`src/rtl/rs_ff_scheduler.sv`:
```
// rs_ff_scheduler: two-requester round-robin sequencer that pulses S/R lines of an RS flip-flop bank.
//   Clk              rising-edge clock
//   Reset_L          asynchronous active-low reset
//   Req0/Req1        requests, held until the matching Ack
//   Cmd0/Cmd1        1 = set, 0 = reset
//   Idx0/Idx1        target flip-flop index
//   Ack0/Ack1        one-cycle completion pulses
//   S/R              registered set/reset lines, never both high on any bit
//   Q                flip-flop bank feedback (read only with RS_SCHED_VERIFY_EN)
//   Busy             high while a transaction is in flight
//   Err              sticky: out-of-range index, or read-back mismatch with RS_SCHED_VERIFY_EN
// Define RS_SCHED_VERIFY_EN to add the CHECK state that compares Q[idx] with the command.
module rs_ff_scheduler #(
    parameter int WIDTH = 8,
    parameter int IDX_W = 3
) (
    input  logic             Clk,
    input  logic             Reset_L,
    input  logic             Req0,
    input  logic             Req1,
    input  logic             Cmd0,
    input  logic             Cmd1,
    input  logic [IDX_W-1:0] Idx0,
    input  logic [IDX_W-1:0] Idx1,
    output logic             Ack0,
    output logic             Ack1,
    output logic [WIDTH-1:0] S,
    output logic [WIDTH-1:0] R,
    input  logic [WIDTH-1:0] Q,
    output logic             Busy,
    output logic             Err
);
    typedef enum logic [1:0] {IDLE, DRIVE, SETTLE, CHECK} state_t;
    state_t state;
    logic ptr, cur_sel, cur_cmd;
    logic [WIDTH-1:0] cur_mask;
    logic gnt_valid, gnt_sel, gnt_cmd;
    logic [IDX_W-1:0] gnt_idx;
    logic [WIDTH-1:0] gnt_mask;
    always_comb begin
        gnt_valid = Req0 | Req1;
        gnt_sel   = Req1 & (~Req0 | ptr);
        gnt_cmd   = gnt_sel ? Cmd1 : Cmd0;
        gnt_idx   = gnt_sel ? Idx1 : Idx0;
        // an index at or above WIDTH shifts the bit out, leaving an empty mask
        gnt_mask  = {{(WIDTH-1){1'b0}}, 1'b1} << gnt_idx;
    end
`ifndef RS_SCHED_VERIFY_EN
    logic unused_ok;
    assign unused_ok = ^{Q, cur_cmd, cur_mask};
`endif
    always_ff @(posedge Clk or negedge Reset_L) begin
        if (!Reset_L) begin
            state    <= IDLE;
            S        <= '0;
            R        <= '0;
            Ack0     <= 1'b0;
            Ack1     <= 1'b0;
            Busy     <= 1'b0;
            Err      <= 1'b0;
            ptr      <= 1'b0;
            cur_sel  <= 1'b0;
            cur_cmd  <= 1'b0;
            cur_mask <= '0;
        end else begin
            S    <= '0;
            R    <= '0;
            Ack0 <= 1'b0;
            Ack1 <= 1'b0;
            case (state)
                IDLE: if (gnt_valid) begin
                    state    <= DRIVE;
                    Busy     <= 1'b1;
                    ptr      <= ~gnt_sel;
                    cur_sel  <= gnt_sel;
                    cur_cmd  <= gnt_cmd;
                    cur_mask <= gnt_mask;
                    S        <= gnt_cmd ? gnt_mask : '0;
                    R        <= gnt_cmd ? '0 : gnt_mask;
                    if (gnt_mask == '0) Err <= 1'b1;
                end
                DRIVE: begin
                    state <= SETTLE;
`ifndef RS_SCHED_VERIFY_EN
                    Ack0  <= ~cur_sel;
                    Ack1  <= cur_sel;
`endif
                end
`ifdef RS_SCHED_VERIFY_EN
                SETTLE: begin
                    state <= CHECK;
                    Ack0  <= ~cur_sel;
                    Ack1  <= cur_sel;
                    // Q has had the SETTLE cycle to follow the pulse; sample it here
                    if (cur_mask != '0 && (|(Q & cur_mask)) != cur_cmd) Err <= 1'b1;
                end
                CHECK: begin
                    state <= IDLE;
                    Busy  <= 1'b0;
                end
`else
                SETTLE: begin
                    state <= IDLE;
                    Busy  <= 1'b0;
                end
`endif
                default: begin
                    state <= IDLE;
                    Busy  <= 1'b0;
                end
            endcase
        end
    end
endmodule

```
`config.mk`:
```
export PLATFORM = sky130hd
export DESIGN_NAME = rs_ff_scheduler
export DESIGN_NICKNAME = d
export VERILOG_FILES = /design/src/rtl/rs_ff_scheduler.sv
export SDC_FILE = /design/constraint.sdc
export NUM_CORES = 1
export LEC_CHECK = 0
export CAP_MARGIN = 20
export CORE_ASPECT_RATIO = 0.7
export CORE_UTILIZATION = 41
export CTS_CLUSTER_SIZE = 14
export DETAILED_ROUTE_END_ITERATION = 7
export PLACE_DENSITY_LB_ADDON = 0.15
export SLEW_MARGIN = 20
export SYNTH_ARGS = -nofsm -noshare
export SYNTH_HDL_FRONTEND = slang
export SYNTH_SLANG_ARGS = --single-unit
```
`constraint.sdc`:
```
create_clock -name Clk -period 1.8 [get_ports Clk]
set_input_delay 0.36 -clock Clk [delete_from_list [all_inputs] [get_ports Clk]]
set_output_delay 0.36 -clock Clk [all_outputs]
set_load 0.01 [all_outputs]
```
== Word level (Yosys, flattened, before mapping) ==
Cells that the tools add are included.

* Flip-flop bits (word level): 24
* Word-level logic and storage cells: 38
* Output and inout bits: 20
* Input bits: 20

* Reduce and logical (&&, ||, !) cells: 5
* Shifts and indexed selects: 1
* Equality and inequality tests: 2
* Multiplexer cells: 14
* Bitwise gates (word level): 7

{| class="wikitable"
|+ Operators by type and width
! operator !! count
|-
| two-way mux 8 bit || 6
|-
| zero test 8 bit || 1
|-
| left shift 1 x 3 -> 8 bit (first input constant) || 1
|-
| two-way mux 1 bit || 4
|-
| inverter 1 bit || 4
|-
| one-hot mux 2 bit (2 select lines) || 1
|-
| AND reduction 2 bit || 2
|-
| two-way mux 3 bit || 1
|-
| AND reduction 3 bit || 1
|-
| == test 2 x 1 -> 1 bit (second input constant) || 1
|-
| zero test 2 bit || 1
|-
| two-way mux 2 bit || 1
|-
| inequality test 2 bit (second input constant) || 1
|-
| bitwise OR 1 bit || 2
|-
| one-hot mux 1 bit (2 select lines) || 1
|-
| bitwise AND 1 bit || 1
|}

== Depth between registers and ports, before layout ==
* Depth after elaboration: 8
* Gate-level depth with buffers: 5
* Depth with buffers taken out: 5

== Least setup slack after synthesis ==
Ideal clock, no wire load.

* Kind: register -> register
* Start: register ptr
* End: register R[5]
* Data required time: 1.733 ns
* Buffers on the path: 0
* Clock period less this slack: 1.295 ns
* Slack: 0.505 ns
* Arrival time: 1.228 ns
* Stages on the path, launching flop included: 5
* Setup time: 0.067 ns
* Cells stage by stage: dfrtp_1 -> nand2b_4 -> nand2_4 -> mux2i_2 -> and3_1

* Cells in the longest elaborated chain, start to end: 7
* Elaborated cells on any way between the ends: 8
* Those cells by class: shift: 1; mux: 5; bitwise: 2

{| class="wikitable"
|+ Ends and longest elaborated chain
! what !! RTL line !! text
|-
| from (decl) || 35 || <nowiki>logic ptr, cur_sel, cur_cmd;</nowiki>
|-
| from (signal assigned) || 74 || <nowiki>ptr <= ~gnt_sel;</nowiki>
|-
| bitwise OR 1 bit * || 42 || <nowiki>gnt_sel = Req1 & (~Req0 | ptr);</nowiki>
|-
| bitwise AND 1 bit * || 42 ||
|-
| two-way mux 3 bit || 44 || <nowiki>gnt_idx = gnt_sel ? Idx1 : Idx0;</nowiki>
|-
| left shift 1 x 3 -> 8 bit || 46 || <nowiki>gnt_mask = {{(WIDTH-1){1'b0}}, 1'b1} << gnt_idx;</nowiki>
|-
| two-way mux 8 bit * || 79 || <nowiki>R <= gnt_cmd ? '0 : gnt_mask;</nowiki>
|-
| two-way mux 8 bit * || 71 || <nowiki>IDLE: if (gnt_valid) begin</nowiki>
|-
| two-way mux 8 bit * || 70 || <nowiki>case (state)</nowiki>
|-
| to (signal assigned) || 79 ||
|-
| to (decl) || 28 || <nowiki>output logic [WIDTH-1:0] R,</nowiki>
|}

Mark *: on every way between the ends. The rest lies on a longest branch, timed or not.
A chain may end at the register's enable or synchronous reset.

== Final worst setup path ==
* Start: input Req1
* End: register S[7]

* Cells in the longest elaborated chain, start to end: 6
* Elaborated cells on any way between the ends: 8
* Those cells by class: shift: 1; mux: 5; bitwise: 2

{| class="wikitable"
|+ Ends and longest elaborated chain
! what !! RTL line !! text
|-
| from (decl) || 20 || <nowiki>input logic Req1,</nowiki>
|-
| bitwise AND 1 bit || 42 ||
|-
| two-way mux 3 bit || 44 ||
|-
| left shift 1 x 3 -> 8 bit || 46 ||
|-
| two-way mux 8 bit || 78 || <nowiki>S <= gnt_cmd ? gnt_mask : '0;</nowiki>
|-
| two-way mux 8 bit * || 71 ||
|-
| two-way mux 8 bit * || 70 ||
|-
| to (signal assigned) || 78 ||
|-
| to (decl) || 27 || <nowiki>output logic [WIDTH-1:0] S,</nowiki>
|}

Marked as above.

==> flow_summary.toml <==
[run_status]
outcome = "completed"

[detailed_routing]
final_antenna_net_count = 0
drt_iter0_drc = 1
drc = 0
via_per_inst = 4.70
wire_per_inst_um = 12.1
via_count = 710
wirelength_mm = 1.83
dr.pass1.iters = 4

[placement]
routabilityCongestion = 0.799
detailed_place.area_mm2 = 0.00137
numPortBuffers = 31
placedCellCount = 147
place.detailed.hpwl_mm = 1.40

[sta]
period_needed_ns = 1.61
setup_viol = 0
finClkSkew_ns = 0.00228
period_share_pct = 89.3
fin_tns_setup_ns = 0
hold_viol_final = 0
finalMaxSlewViolations = 0
fmax_ghz = 0.622
relSlewSlack_pct = 67.8
worst_slew_pin_slew_ns = 0.477
rsz0062_at_grt = "false"

[floorplanning]
io_pins = 40
die_w_um = 60.4
initial_core_util_pct = 44.4
core_area_mm2 = 0.00221
placement_rows = 14
dieHeight_um = 42.9
die_area_mm2 = 0.00259

[pwr]
p_total_uw = 1530
p_leak_uw = 0.000629
powerDensity_mw_per_mm2 = 1080
ir_drop_mv = 0.484

[synth]
synth_area_per_cell_um2 = 12.4
ys.flop_type = "dfrtp_1"
syn-instance-count = 79
synthTopCellsByArea = "dfrtp_1, nor3_1, a21oi_1"
synth_seq_area_share_pct = 61.3
synth_edf_count = 0
netlist_area_um2 = 980
synth_top_area_share_pct = 61.3
yosysTopAreaCell = "dfrtp_1"
syn-num-nets = 99
ys_seq_elements = 24
async_reset_ff_share_pct = 100
synth_cell_type_count = 31
ys.warnings.count = 0

[clock_network]
cts_resized = 0
clock_sinks = 24
clk_pin_slew_worst_paths_ns = 0.12
clk_latency_ns = 0.30
clockRootBuffer = "clkbuf_4"
clock_path_buffers = 2
cts_tree = "built"
cts_setup_buffers = 0
htree_levels = 1
postCtsHoldBufs = 0
numCtsBuffers = 3

[grt]
antenna_found_initial = 0
grtUsageTotal_pct = 15.9
grt_pass1_vias = 669
grt_start_max_net_pins = 25
grt_pass1_wl_mm = 3.02
grt-ovfl-total = 0

[critical_path]
reg2reg_to = "R[0]"
end_kind = "flop"
r2r_start = "state[1]"
worstRegToRegCells = 5
cp_max_fo = 8
cp.required_ns = 2.02
r2r_slack_ns = 0.35
cp-start-kind = "input pin"
crit_type = "input pin to flop"
arrival_ns = 1.83

[final_layout]
drive_above_1_share_pct = 18.5
nets = 140
n_fill_cell = 185
area_delta_synth_final_pct = 45.2
layout.cells.non_filler = 151
finalInstanceArea_mm2 = 0.00142
final_util_pct = 64.5
num_antenna_cells = 0

[min_path]
min_from = "Err"
hp-class = "flop to flop"
min_to = "Err"
whs_path_depth = 0

[run]
max-cap-violations = 0
cells by family (layout without fill, tap and decap cells):
kind of cell | after synthesis | count (layout) | share of synthesized area [%]
AOI/OAI and AO/OA | 14 | 14 | 7.92
buffers and inverters | 6 | 46 | 3.06
and+or+nand+nor | 30 | 30 | 20.3
muxes | 5 | 5 | 7.41
DFF | 24 | 24 | 61.3
registers in the layout (all words and copies together), names as in the netlist:
name,cells
cur_sel,1
S,8
R,8
Ack1,1
state,2
Ack0,1
Err,1
Busy,1
ptr,1
worst max-delay path by stage:
stage	startpoint	to	depth (start not counted)
after floorplan	ptr	R[5]	4
after global placement	Req1	R[3]	5
after detailed placement	Req1	R[0]	5
after CTS	Busy	Busy	1
after global routing	Req1	R[3]	5
final	Req1	S[7]	5
per-stage QoR:
stage	setup slack, ns	hold slack (ns)
2_1_floorplan	0.505	0.0644
3_3_place_gp	-0.0860	0.364
3_5_place_dp	-0.0967	0.367
4_1_cts	0.196	0.397
5_1_grt	0.0447	0.408
6_report	0.193	0.390
critical path, cell delays in order:
cell and delay, ns:
clkdlybuf4s50_1 0.67, buf_4 0.20, nand4_1 0.08, a21oi_1 0.28, nor3b_1 0.24
placed cells by master (no fill, tap or decap):
cell and n:
a21oi_1 5, nand2b_4 1, a31oi_1 2, nor3b_2 1
nor2b_1 2, nand4_1 1, and3_1 2, nor3b_1 3
o211ai_1 1, nand2_4 1, nor2_2 1, inv_1 3
bufinv_16 1, and4_2 1, mux2_2 1, nor3_1 10
mux2i_4 1, mux2i_1 1, nand2b_1 2, and2b_2 1
nor4_1 2, clkbuf_4 3, mux2_4 1, clkdlybuf4s50_1 31
dfrtp_1 24, o21ai_0 4, o21ai_1 1, a211oi_1 1
and2_1 1, inv_2 1, mux2i_2 1, buf_4 7
nand2_1 1
routing by layer:
layer,part of all wire [%],track usage (%),up-vias
met5,0,0,-
met4,1.1,6.36,0
met3,6.9,4.27,4
met2,42,23.1,28
met1,50,22.6,317
li1,-,-,361
power by group:
group	leakage (uW)	internal, uW	switching (uW)
registers	0.000322	629	54.0
clock network	0.0000279	225	150
logic	0.000280	251	221
total	0.000629	1100	425
cell type report:
cell class                      instances  area [um2]  share of cell area [%]
Inverter                                4        15.0                    1.06
Tap cell                               32        40.0                    2.81
Clock inverter                          1        30.0                    2.11
Multi-Input combinational cell         49         352                    24.7
Clock buffer                            3        22.5                    1.58
Sequential cell                        24         601                    42.2
Timing Repair Buffer                   38         363                    25.5
cell usage after synthesis (2+ instances only):
cell      instances
a21oi_1           5
nor4_1            2
nand2b_1          2
nor2b_1           2
and3_1            2
o21ai_0           4
inv_1             3
dfrtp_1          24
nor3_1           10
nor3b_1           3
a31oi_1           2
Power figures use the tool's default switching activity.
==> RTL edit 1: new RTL, same settings <==
Change the parameter `IDX_W` from 3 to 4.
--- a/src/rtl/rs_ff_scheduler.sv
+++ b/src/rtl/rs_ff_scheduler.sv
@@ -14,3 +14,3 @@
     parameter int WIDTH = 8,
-    parameter int IDX_W = 3
+    parameter int IDX_W = 4
 ) (
Ports: changed (resized Idx0 and Idx1); port bits go from 40 to 42. No check against the original RTL was run, so the function may have changed too.
==> RTL edit 1 against the unedited design <==
Design area increased by 4.0%. Total power decreased by 0.99%. Setup slack got worse by 0.0040 ns. Routed wire length grew 40%. Non-clock buffer count did not move. Register-to-register slack better by 0.10 ns. Die area grew 7.3%. Synthesized cell count rose by 14%. Area after synthesis up 7.7%. Sequential cell count did not move. Highest routed layer unchanged.
==> RTL edit 1: results <==
{
  "grt_pass1_vias": 874,
  "vias_per_cell": 5.738,
  "wl_met1_mm": 1.170,
  "muxShareOfSynthArea_pct": 0,
  "comb_power_w": 0.000443,
  "use_met1_pct": 31.17,
  "worst_ir_drop_vdd_v": 0.0005423,
  "dr_wl_met3_um": 245,
  "worstSkewPairLatency_ns": 0.32,
  "synth_compound_area_share_pct": 17.67,
  "status": "complete, no violations",
  "drt-initial-drc-count": 53,
  "total_power_w": 0.001515,
  "fillers": 206,
  "wl_met2_mm": 1.107,
  "ys_seq_area_share_pct": 56.94,
  "dpl.hpwl_mm": 1.830,
  "cpPeakStageDelay_ns": 0.54,
  "slew_headroom_pct": 73.33,
  "p_sw_w": 0.0004445,
  "yosys-top-cells-count": "dfrtp_1 (24), o22ai_1 (12)",
  "wirelength_mm": 2.557,
  "grt_use_met2_pct": 31.09,
  "leakagePower_nw": 0.6057,
  "grtUsageMet3_pct": 4.897
}
RTL edit 1: changes by cell type after synthesis, sizes merged, moves of 3 or more:
cell	delta
buf	+3
o32ai	+4
nand3	+4
nor3	-10
nor3b	-3
nand4	+3
o21ai	-5
o22ai	+12
mux2i	-3
nor2	+3
a21oi	-3
RTL edit 1: layout make-up:
class	count	area (µm²)	area share (%)
inverters	2	7.507	0.5072
flip-flops and latches	24	600.6	40.57
well taps	32	40.04	2.705
multi-input cells	60	411.6	27.81
clock buffers	3	22.52	1.522
clock inverters	1	30.03	2.029
repair buffers	38	367.9	24.85
RTL edit 1: cell families (layout without fill, tap and decap cells):
family | after synthesis | in the layout
AO/OA/AOI/OAI | 25 | 25
buffers and inverters | 6 | 44
flip-flops | 24 | 24
AND/OR/NAND/NOR | 35 | 35
RTL edit 1: final timing paths:
| path | from | endpoint | cells after the start | slack (ns) |
|---|---|---|---|---|
| worst min-delay path | Reset_L | Busy$_DFFE_PN0P_ | 2 | 0.38 |
| worst min register to register | cur_sel$_DFFE_PN0P_ | Ack0$_DFF_PN0_ | 1 | 0.46 |
| max in group asynchronous | Reset_L | S[4]$_DFF_PN0_ | 2 | 1.18 |
| min in group Clk | cur_sel$_DFFE_PN0P_ | Ack0$_DFF_PN0_ | 1 | 0.46 |
| worst max register to register | ptr$_DFFE_PN0P_ | R[3]$_DFF_PN0_ | 3 | 0.45 |
| worst max-delay path | Err$_DFFE_PN0P_ | Err | 1 | 0.19 |
RTL edit 1: worst register-to-register path, cell delays in order, from the launching register on:
cell and delay (ns):
dfrtp_1 0.45, a211oi_2 0.27, nand4_1 0.26, o22ai_1 0.28
==> RTL edit 2: new RTL, config.mk and constraints unchanged <==
Without the edit above. Make the reset (`Reset_L`) synchronous in one clocked block. Comments in the files are not updated.
--- a/src/rtl/rs_ff_scheduler.sv
+++ b/src/rtl/rs_ff_scheduler.sv
@@ -51,3 +51,3 @@
 `endif
-    always_ff @(posedge Clk or negedge Reset_L) begin
+    always_ff @(posedge Clk) begin
         if (!Reset_L) begin
Behaviour: differs if Reset_L is asserted again (counterexample within 4 cycles, from zero or initial values and one cycle with Reset_L low); with Reset_L held inactive, the same outputs for 10 cycles.
==> RTL edit 2 against the unedited design <==
Area after synthesis is 13% lower. Synthesized cell count is 5.1% higher. Setup slack gained 0.055 ns. Register-to-register slack improved by 0.11 ns. Sequential share of layout area fell by 4.6 points. Design area decreased by 10%. Maximum frequency grew 3.5%. Routed wire length fell by 13%. Sequential cell count did not move. Critical path depth shrank 4. Critical path type is now reg -> out.
Power is not compared: it rests on default switching activity, and its combinational part moved more than twofold at a synthesized area within 25%.
==> RTL edit 2: results <==
{
  "status": "complete, no violations",
  "leakagePower_nw": 0.5015,
  "timing.rr.end": "S[1]$_SDFF_PN0_",
  "crit_fanout": 2,
  "drive_above_1_share_pct": 13.82,
  "netlist_top_cells_area": "dfxtp_1 (56%), nor3_1 (10%), mux2_4 (3.5%)",
  "dp_cells": 141,
  "ys_seq_area_share_pct": 56.47,
  "reg_top3": "R x8, S x8, state x2",
  "worst_ir_drop_vdd_v": 0.0005731,
  "grt_max_degree": 15,
  "port_buffers": 31,
  "rrSetupSlack_ns": 0.46,
  "r2r-start": "ptr$_SDFFE_PN0P_",
  "whs_path_depth": 1,
  "grt_usage_pct": 16.68,
  "cts_max_level": 1,
  "dpl.hpwl_mm": 1.256,
  "cpPeakStageDelay_ns": 0.53,
  "cp_top_family": "buffers and inverters",
  "routabilityCongestion": 0.7854,
  "diodes": 0,
  "clock_path_buffers": 2,
  "syn_nets": 103,
  "grt_antenna_before_repair": 0,
  "first_pass_iters": 4,
  "postCtsSetupBuffers": 0,
  "root_buffer": "clkbuf_4",
  "wirelength_mm": 1.588,
  "whs_ns": 0.4626,
  "synthFlopType": "dfxtp_1",
  "worstSkewPairLatency_ns": 0.31,
  "fin_skew_ns": 0.005270,
  "hold_start": "state[1]$_SDFFE_PN0P_",
  "min_delay_worst_endpoint": "Busy$_SDFFE_PN0P_",
  "yosys_warnings": 0,
  "crit_slowest_cell": "clkdlybuf4s50_1",
  "grt_pass1_wl_mm": 2.725,
  "syn-mean-instance-area_um2": 10.25,
  "drt-initial-drc-count": 14,
  "yosys-top-cells-count": "dfxtp_1 (24), nor3_1 (17), nand2_1 (5)",
  "crit_arrival_ns": 1.19,
  "instances_no_fill": 145,
  "cts_buffers": 3,
  "reg2reg_depth": 4,
  "grt_pass1_vias": 616,
  "min_path_type": "reg -> reg",
  "clkTransAtPathRegs_ns": 0.12,
  "vias_per_cell": 4.966,
  "post_cts_resized": 0,
  "async_flop_share_pct": 0,
  "finalCritPeriodShare_pct": 86.24,
  "ys_types": 27,
  "slew_headroom_pct": 71.21
}
RTL edit 2: changes by cell type in the layout (fill, tap and decap cells not counted), sizes merged, moves of 3 or more:
cell / change
dfrtp: -24
dfxtp: +24
nor3: +7
nand2: +4
nor2: +3
nor3b: -3
RTL edit 2: kinds of logic after synthesis:
family,share of synthesized area (%)
simple gates,28.53
flops,56.47
mux,6.323
compound gates,6.911
buf+inv,1.765
RTL edit 2: worst reg2reg max path, stage by stage, from the launching register on:
cell and delay (ns):
dfxtp_1 0.36, nand2b_4 0.18, and4_1 0.21, o21ai_0 0.37, nor3_1 0.12
RTL edit 2: worst max-delay path by stage:
stage	start	end	slack (ns)	cells after the start
CTS	Busy$_SDFFE_PN0P_	Busy	0.24	1
global route	Busy$_SDFFE_PN0P_	Busy	0.18	1
detailed placement	Req1	S[1]$_SDFF_PN0_	-0.08	5
finish	Busy$_SDFFE_PN0P_	Busy	0.25	1
floorplan	Req1	R[4]$_SDFF_PP0_	0.55	4
global placement	Req0	S[4]$_SDFF_PN0_	-0.03	5
RTL edit 2: through the flow:
stage	area (µm²)	power, W	TNS [ns]	utilization [%]	worst slack, ns
after global routing	1279	0.001144	0	67.19	0.1769
after CTS	1279	0.001100	0	67.19	0.2385
after global placement	1226	0.0007193	-0.06674	64.43	-0.02561
after detailed placement	1226	0.0007229	-0.1131	64.43	-0.08247
final	1279	0.001094	0	67.19	0.2478
after floorplan	850.8	0.0006490	0	-	0.5505
RTL edit 2: routing by layer:
metal | global-route usage (%) | vias to the layer above | routed length [µm] | share of wire [%]
li1 | - | 376 | - | -
met1 | 20.94 | 321 | 807 | 51
met2 | 27.35 | 21 | 675 | 43
met3 | 6.129 | 2 | 88 | 5.5
met4 | 5.488 | 0 | 16 | 1.0
met5 | 0 | - | 0 | 0
RTL edit 2: area by class of cell:
class	instances	area [µm²]
clock inverters	1	30.03
fillers	158	624.3
repair buffers	37	355.3
well taps	22	27.53
inverters	2	7.507
multi-input cells	56	355.3
clock buffers	3	22.52
flip-flops and latches	24	480.5
RTL edit 2: where the power goes:
group          switching [W]  total [W]  internal (W)
sequential        0.00000848   0.000557      0.000548
combinational      0.0000708   0.000154     0.0000836
clock               0.000158   0.000383      0.000225
